### config.mk
export PLATFORM = sky130hd
export DESIGN_NAME = seq_detect_param
export DESIGN_NICKNAME = d
export VERILOG_FILES = /design/src/rtl/seq_pkg.sv /design/src/rtl/seq_match_cnt.sv /design/src/rtl/seq_detect_param.sv
export SDC_FILE = /design/constraint.sdc
export NUM_CORES = 1
export LEC_CHECK = 0
export CORE_UTILIZATION = 40
export CTS_CLUSTER_SIZE = 8
export DETAILED_ROUTE_END_ITERATION = 7
export DONT_BUFFER_PORTS = 1
export SYNTH_ARGS = -nofsm -noshare
export SYNTH_HDL_FRONTEND = slang
export SYNTH_HIERARCHICAL = 1
export SYNTH_SLANG_ARGS = --single-unit
### constraint.sdc
create_clock -name clk -period 4.5 [get_ports clk]
set_input_delay 0.9 -clock clk [delete_from_list [all_inputs] [get_ports clk]]
set_output_delay 0.9 -clock clk [all_outputs]
set_load 0.005 [all_outputs]
### src/rtl/seq_pkg.sv
// Types and helpers shared by the serial pattern detector and its testbench.
// Holds the FSM state encoding and the pattern-length validity rule.
package seq_pkg;

    typedef enum logic [1:0] {
        ST_IDLE  = 2'd0,
        ST_ARMED = 2'd1,
        ST_ERR   = 2'd2
    } state_t;

    // A configured length is usable when it selects between 1 and max_len bits.
    function automatic logic len_valid(input int len, input int max_len);
        return (len >= 1) && (len <= max_len);
    endfunction

endpackage

### src/rtl/seq_match_cnt.sv
// Saturating match counter with synchronous clear.
// A clear coinciding with an increment leaves the counter at 1.
module seq_match_cnt #(
    parameter int CNT_W = 8
) (
    input  logic             clk,
    input  logic             rst,
    input  logic             inc,
    input  logic             clr,
    output logic [CNT_W-1:0] cnt
);

    always_ff @(posedge clk or negedge rst) begin
        if (!rst) begin
            cnt <= '0;
        end else if (clr) begin
            cnt <= inc ? CNT_W'(1) : '0;
        end else if (inc && (cnt != '1)) begin
            cnt <= cnt + CNT_W'(1);
        end
    end

endmodule

### src/rtl/seq_detect_param.sv
// Configurable serial sequence detector with overlap control.
// Pattern, length and overlap are held in shadow registers loaded by cfg_load.
module seq_detect_param
    import seq_pkg::*;
#(
    parameter int MAX_LEN = 8,
    parameter int CNT_W   = 8,
    parameter int LEN_W   = $clog2(MAX_LEN + 1)
) (
    input  logic               clk,
    input  logic               rst,
    input  logic               in,
    input  logic               in_valid,
    input  logic               cfg_load,
    input  logic [MAX_LEN-1:0] pattern,
    input  logic [LEN_W-1:0]   pat_len,
    input  logic               overlap,
    input  logic               cnt_clr,
    output logic               out,
    output logic [CNT_W-1:0]   match_cnt,
    output logic               armed,
    output logic               cfg_err
);

    state_t             state;
    logic [MAX_LEN-1:0] history;
    logic [MAX_LEN-1:0] pattern_sh;
    logic [LEN_W-1:0]   len_sh;
    logic               overlap_sh;
    logic [LEN_W-1:0]   fill;

    logic [MAX_LEN-1:0] hist_shift;
    logic [MAX_LEN-1:0] len_mask;
    logic [LEN_W-1:0]   fill_inc;
    logic               sample;
    logic               match;
    logic               cfg_ok;

    // Only the low len_sh bits of history and pattern take part in the compare.
    generate
        for (genvar gi = 0; gi < MAX_LEN; gi++) begin : g_mask
            assign len_mask[gi] = (LEN_W'(gi) < len_sh);
        end
    endgenerate

    always_comb begin
        hist_shift = {history[MAX_LEN-2:0], in};
        fill_inc   = (fill == LEN_W'(MAX_LEN)) ? fill : fill + LEN_W'(1);
        // A configuration strobe takes priority over a data bit on the same edge.
        sample     = (state == ST_ARMED) && in_valid && !cfg_load;
        match      = sample && (fill_inc >= len_sh)
                     && (((hist_shift ^ pattern_sh) & len_mask) == '0);
        cfg_ok     = len_valid(int'(pat_len), MAX_LEN);
    end

    always_ff @(posedge clk or negedge rst) begin
        if (!rst) begin
            state      <= ST_IDLE;
            history    <= '0;
            pattern_sh <= '0;
            len_sh     <= '0;
            overlap_sh <= 1'b0;
            fill       <= '0;
            out        <= 1'b0;
            armed      <= 1'b0;
            cfg_err    <= 1'b0;
        end else begin
            out <= match;
            if (cfg_load) begin
                pattern_sh <= pattern;
                len_sh     <= pat_len;
                overlap_sh <= overlap;
                history    <= '0;
                fill       <= '0;
                state      <= cfg_ok ? ST_ARMED : ST_ERR;
                armed      <= cfg_ok;
                cfg_err    <= !cfg_ok;
            end else if (sample) begin
                history <= hist_shift;
                // Non-overlapping mode restarts the fill so no bit is reused.
                fill    <= (match && !overlap_sh) ? '0 : fill_inc;
            end
        end
    end

    seq_match_cnt #(
        .CNT_W(CNT_W)
    ) u_match_cnt (
        .clk (clk),
        .rst (rst),
        .inc (match),
        .clr (cnt_clr),
        .cnt (match_cnt)
    );

endmodule

==> results of run 1 <==
## power by group
group / switching (mW) / internal, mW / total [mW]
registers: 0.0178 / 0.330 / 0.348
logic: 0.0249 / 0.0317 / 0.0566
clock network: 0.115 / 0.140 / 0.254
## stage by stage
step	total power, mW	hold WS [ns]	instances	area [sq um]	util
2_1_floorplan	0.403	0.485	167	1860	-
3_3_place_gp	0.409	0.510	212	1880	0.425
3_5_place_dp	0.411	0.509	212	1880	0.425
4_1_cts	0.669	0.283	220	1980	0.448
5_1_grt	0.687	0.281	220	1980	0.448
6_report	0.659	0.294	220	1980	0.448
## cell usage in the layout, fill, tap and decap left out, types with 2 or more instances in the layout
cell	n
nand2b_1	5
inv_1	11
o22ai_1	3
nor2_1	4
nor3b_1	2
o21ai_0	8
mux2_2	12
a22o_1	7
and3_1	3
nor3_1	2
ha_1	7
xnor2_1	7
clkbuf_8	7
nand3_1	3
or3_1	2
a31o_2	3
dfrtp_1	35
a21oi_1	7
nand2_1	11
xor2_1	4
## kinds of logic after synthesis
family	synth area share
buffers and inverters	0.0458
AND/OR/NAND/NOR	0.124
adder cells (fa/ha/maj)	0.0532
XOR/XNOR	0.0519
AO/OA/AOI/OAI	0.175
multiplexers	0.0782
flip-flops	0.472
## flip-flops by register name (all words and copies together) (netlist names)
register / count
overlap_sh: 1
cfg_err: 1
len_sh: 4
out: 1
u_match_cnt/cnt: 8
history: 7
state: 1
pattern_sh: 8
fill: 4
## final cells by class
class                      count  share of cell area
multi-input combinational    114               0.453
sequential                    35               0.443
clock buffer                   8              0.0506
tap                           52              0.0329
inverter                      11              0.0209
## per-layer routing
| layer | up-vias | GRT usage | part of all wire | routed length [um] |
|---|---|---|---|---|
| met3 | 7 | 0.0390 | 0.033 | 118 |
| met5 | - | 0 | 0 | 0 |
| met1 | 613 | 0.222 | 0.50 | 1790 |
| met2 | 17 | 0.236 | 0.45 | 1610 |
| li1 | 606 | - | - | - |
| met4 | 0 | 0.0844 | 0.021 | 74 |
## worst max-delay path by stage
| stage | startpoint | to | slack [ns] | cells after the start |
|---|---|---|---|---|
| 3_5_place_dp | fill[0] | u_match_cnt/cnt[5] | 1.48 | 15 |
| 5_1_grt | fill[0] | u_match_cnt/cnt[5] | 1.17 | 15 |
| 2_1_floorplan | fill[0] | u_match_cnt/cnt[5] | 1.80 | 15 |
| 3_3_place_gp | fill[0] | u_match_cnt/cnt[5] | 1.57 | 15 |
| 4_1_cts | fill[0] | u_match_cnt/cnt[5] | 1.46 | 15 |
| 6_report | fill[0] | u_match_cnt/cnt[5] | 1.47 | 15 |
## worst max-delay path, cell delays in order (launching register included)
cell	delay, ns
dfrtp_1	0.41
inv_1	0.10
ha_1	0.20
nand2_1	0.08
nand2_1	0.05
mux2_2	0.27
inv_1	0.08
ha_1	0.16
o21a_1	0.12
o22ai_1	0.07
a2111oi_1	0.32
nand3_2	0.18
inv_1	0.18
nand4_2	0.20
a2111oi_2	0.39
nor3b_1	0.08
==> metrics.md, run 1 <==
| Metric | Value |
|---|---|
| Status | completed |
| Clk pin slew, worst setup/hold paths | 0.08 ns |
| # rows | 24 |
| Pre-CTS setup slack | approximately 1.5 ns |
| List of most frequent post-synthesis cells | dfrtp_1 (35), mux2_2 (12), inv_1 (11), nand2_1 (11), o21ai_0 (8) |
| CP Launch Type | register |
| Htree depth | 2 |
| Final hold violation count | 0 |
| Cell taking the most area after synthesis | dfrtp_1 |
| # nets final | between 150 and 200 |
| R2r startpoint | fill[0] |
| Setup crit end kind | register |
| Top FF cell, synth | dfrtp_1 |
| Total nets after synthesis | just under 200 |
| Vias in the first global route | around 1300 |
| Sequential fraction of the synthesis area | 0.472 |
| Number of synthesized flops with an enable pin | 0 |
| #FFs+latches synth | 35 |
| Starting Density | 0.421 |
| Worst-path maximum fanout | 6 |
| CTS Buf Count | 5 |
| Largest net degree at the start of global routing | 36 |
| Layout area overhead | 6.54% |
| Core Region | around 0.0044 sq mm |
| DRT Wirelength | approximately 3600 um |
| Ant diodes | 0 |
| 1st-pass router iterations | 4 |
| Clock sink count | 35 |
| Die height | roughly 70 um |
| Detailed-route DRC error count | 0 |
| CTS tree | built |
| Initial antenna violation count | 0 |
| Rel. slew slack | 0.321 |
| Final Worst Setup Slack | 1.47 ns |
| I/O pins | 30 |
| Period utilization | 0.672 |
| Synth top area share | 0.472 |
| Final setup fails | 0 |
| Vias per cell | between 5 and 6 |
| Power density cells | 333 mW/mm^2 |
| Port Buffers | 0 |
| Chip Width | roughly 70 um |
| Clock root buffer master | clkbuf_8 |
| Syn_area_per_cell | around 11 sq um |
| CP Class | reg -> reg |
| Filler Cell Count | about 420 |
| Worst skew pair latency | a little under 0.3 ns |
| First-pass GRT wire length | 6170 um |
| Cts hold-fix bufs | 0 |
| Fin crit period | 3.03 ns |
| Synth unique cells | between 40 and 50 |
| Cell Area, Synth | approximately 0.0019 sq mm |
| Via count of the routed design | 1243 |
| Tightest Hold Check Type | in -> async |
| Post-CTS setup buffer count | 0 |
| PostCTS Resize Cnt | 0 |
| Antenna viol nets, final | 0 |
| Die Area | 0.00492 sq mm |
| Slew @ Worst Pin | 1.01 ns |
| Register area | a little under 900 sq um |
| DP HPWL | 2610 um |
| Final Slew Violations | 0 |
| Reg2Reg Setup Slack | 1.47 ns |
| Maximum clock rate | roughly 330 MHz |
| Clk buf depth | 2 |
| Critical Path RT | 4.66 ns |
| MaxCap Viol Count | 0 |
| Violation count after the first detailed-route iteration | just over 70 |
| RSZ-0062 raised after global routing | false |
| Top post-synthesis cells by area | dfrtp_1 (47%), mux2_2 (7.3%), ha_1 (4.7%), a22o_1 (3.3%), xnor2_1 (3.3%) |
| WL per Instance | ~16 um |
| Synth warn | 6 |
| Congestion Overflow GR | 0 |
| Gr usage total | 0.162 |
| Routability congestion estimate | ~0.8 |
| Leak | around 0.86 nW |
| Most frequent cell after synthesis | dfrtp_1 |
| Layout Skew | about 0.009 ns |
| Worst R2R End | u_match_cnt/cnt[5] |
| Area of the multi-input gates | 896 sq um |
| Fin Setup TNS | 0 ns |
| Share of post-route cells with drive strength above 1 | 0.185 |
| Cell count after synthesis | approximately 170 |
| Critical path arrival | approximately 3.2 ns |
| Maximum vdd drop | 180 uV |
| Reg2reg path depth | 15 |
| Async set-or-reset flop fraction in the synthesized netlist | 1.00 |
No activity file was read; power rests on OpenSTA's default activity.
==> run 2, diff against run 1 <==
- clock period: 4.5 -> 2.45 ns (I/O delays scaled with it)
==> run 2 against run 1 <==
Compared with the run above:
- the run now ends with setup timing left
- cell count rose by 10%
- core utilization rose by 8.2 points
- first-iteration DRC count rose by 26%
- setup slack got worse by 1.6 ns
==> metrics.md, run 2 (synthesis results as in run 1) <==
| Metric | Value |
|---|---|
| DP HPWL | 2820 um |
| Routability congestion estimate | 0.784 |
| Final Slew Violations | 0 |
| Filler Cell Count | approximately 400 |
| Net Sw Frac | 0.236 |
| Post-route cell area | about 0.0023 sq mm |
| Share of power burned in the clock network | 0.390 |
| Maximum vdd drop | roughly 320 uV |
| Via count of the routed design | 1372 |
| Switching pwr | between 0.3 and 0.4 mW |
| Layout Skew | ~0.0054 ns |
| Share of post-route cells with drive strength above 1 | 0.393 |
| Worst-path maximum fanout | 5 |
| Combinational share of power | 0.148 |
| Antenna viol nets, final | 0 |
| Final Worst Setup Slack | -0.149 ns |
| Gr usage total | 0.189 |
| Starting Density | 0.421 |
| Fin Setup TNS | -0.523 ns |
| # rows | 24 |
| Initial antenna violation count | 0 |
| Biggest regs | pattern_sh: 8 flops, u_match_cnt/cnt: 8 flops, history: 7 flops |
| Maximum clock rate | between 300 and 400 MHz |
| Critical Path RT | 2.66 ns |
| Final hold violation count | 0 |
| DRT Wirelength | around 4200 um |
| Slew @ Worst Pin | about 0.48 ns |
| CTS tree | built |
| Port Buffers | 0 |
| Setup crit end kind | register |
| Die height | 70.1 um |
| Failing checks | setup timing |
| I/O pins | 30 |
| Status | finished, violations left |
| Fin crit period | roughly 2.6 ns |
| Violation count after the first detailed-route iteration | 91 |
| Die Area | 0.00492 sq mm |
| Clk pin slew, worst setup/hold paths | about 0.07 ns |
| CTS Buf Count | 5 |
| Congestion Overflow GR | 0 |
| Tightest Hold Check Type | in -> async |
| Final setup fails | 7 |
| Commonest non-fill, non-tap cell in the layout | dfrtp_1 |
| Int Power | ~1.1 mW |
| Sequential Power Share | 0.462 |
| Core Region | approximately 0.0044 sq mm |
| Chip Width | 70.1 um |
| RSZ-0062 raised after global routing | true |
| Leak | about 1.0 nW |
| 1st-pass router iterations | 4 |
| Period utilization | 1.06 |
| Ant diodes | 0 |
| CP Class | reg -> reg |
| Clk buf depth | 2 |
| Clock root buffer master | clkbuf_8 |
| Vias in the first global route | between 1000 and 1500 |
| Rel. slew slack | 0.678 |
| MaxCap Viol Count | 0 |
| Vias per cell | 5.65 |
| Largest net degree at the start of global routing | 36 |
| Detailed-route DRC error count | 0 |
| WL per Instance | 17.1 um |
| Pwr Total | between 1 and 1.5 mW |
| Layout area overhead | 26.0% |
| Critical path arrival | 2.81 ns |
| Most frequent cells in the layout | dfrtp_1 (35), buf_4 (21), mux2_2 (11) |
| First-pass GRT wire length | around 7000 um |
| Htree depth | 2 |
| # nets final | 216 |
| Cell Area, Placed | 0.00200 sq mm |
| Power density cells | slightly below 600 mW/mm^2 |
| CP Launch Type | register |
| Clock sink count | 35 |
| Worst skew pair latency | roughly 0.29 ns |
## run 2: power groups by stage
stage          Combinational [mW]  Sequential [mW]  Clock, mW
6_report                    0.204            0.635      0.537
5_1_grt                     0.223            0.640      0.580
4_1_cts                     0.194            0.635      0.548
3_5_place_dp                0.140            0.646          0
3_3_place_gp                0.136            0.644          0
2_1_floorplan               0.116            0.639          0
## run 2: routing by layer
metal,share of wire,GRT usage,up-vias
li1,-,-,660
met1,0.44,0.239,674
met2,0.50,0.310,32
met3,0.048,0.0620,6
met4,0.010,0.0533,0
met5,0,0,-
## run 2: area by class of cell
| type | instances | area (sq um) | share of cell area |
|---|---|---|---|
| repair buffers | 23 | 189 | 0.0807 |
| clock buffers | 6 | 82.6 | 0.0353 |
| inverters | 11 | 46.3 | 0.0198 |
| multi-input cells | 114 | 1050 | 0.447 |
| well taps | 52 | 65.1 | 0.0278 |
| clock inverters | 2 | 35.0 | 0.0150 |
| flip-flops and latches | 35 | 876 | 0.374 |
## run 2: repair_timing
action / 4_1_cts / 5_1_grt
hold buffers: 1 / 0
endpoints found under the setup margin: 10 / 12
buffers inserted: 9 / 4
gates resized for setup: 13 / 7
endpoints found under the hold margin: 35 / 0
pin swaps: 9 / 6
## run 2: worst max-delay path, cell delays in order (launching register included)
cell	delay (ns)
dfrtp_1	0.41
inv_2	0.09
ha_4	0.13
nand2_4	0.05
nor2_4	0.10
xnor2_2	0.13
ha_1	0.25
nand2b_4	0.15
a2111oi_4	0.39
a2111oi_4	0.08
nand3_2	0.12
inv_4	0.05
and3_4	0.20
and4bb_2	0.22
nor3_2	0.14
## run 2: path summary, 6_finish.rpt
check / to / slack (ns) / start / cells past startpoint
worst min-delay path: len_sh[0] / 0.03 / rst / 1
min in group clk: u_match_cnt/cnt[7] / 0.25 / cnt_clr / 1
max in group asynchronous: cfg_err / 2.24 / rst / 1
worst max register to register: u_match_cnt/cnt[6] / -0.15 / fill[0] / 14
worst min register to register: pattern_sh[2] / 0.54 / pattern_sh[2] / 1
worst max-delay path: u_match_cnt/cnt[6] / -0.15 / fill[0] / 14
## run 2: stage by stage
stage                     hold WS, ns  utilization  instances  setup WS (ns)
final                          0.0282        0.530        243         -0.149
after global routing           0.0281        0.530        243         -0.269
after CTS                      0.0326        0.514        239        -0.0926
after detailed placement        0.196        0.454        221         -0.299
after global placement          0.195        0.454        221         -0.233
after floorplan                 0.194            -        167         -0.152
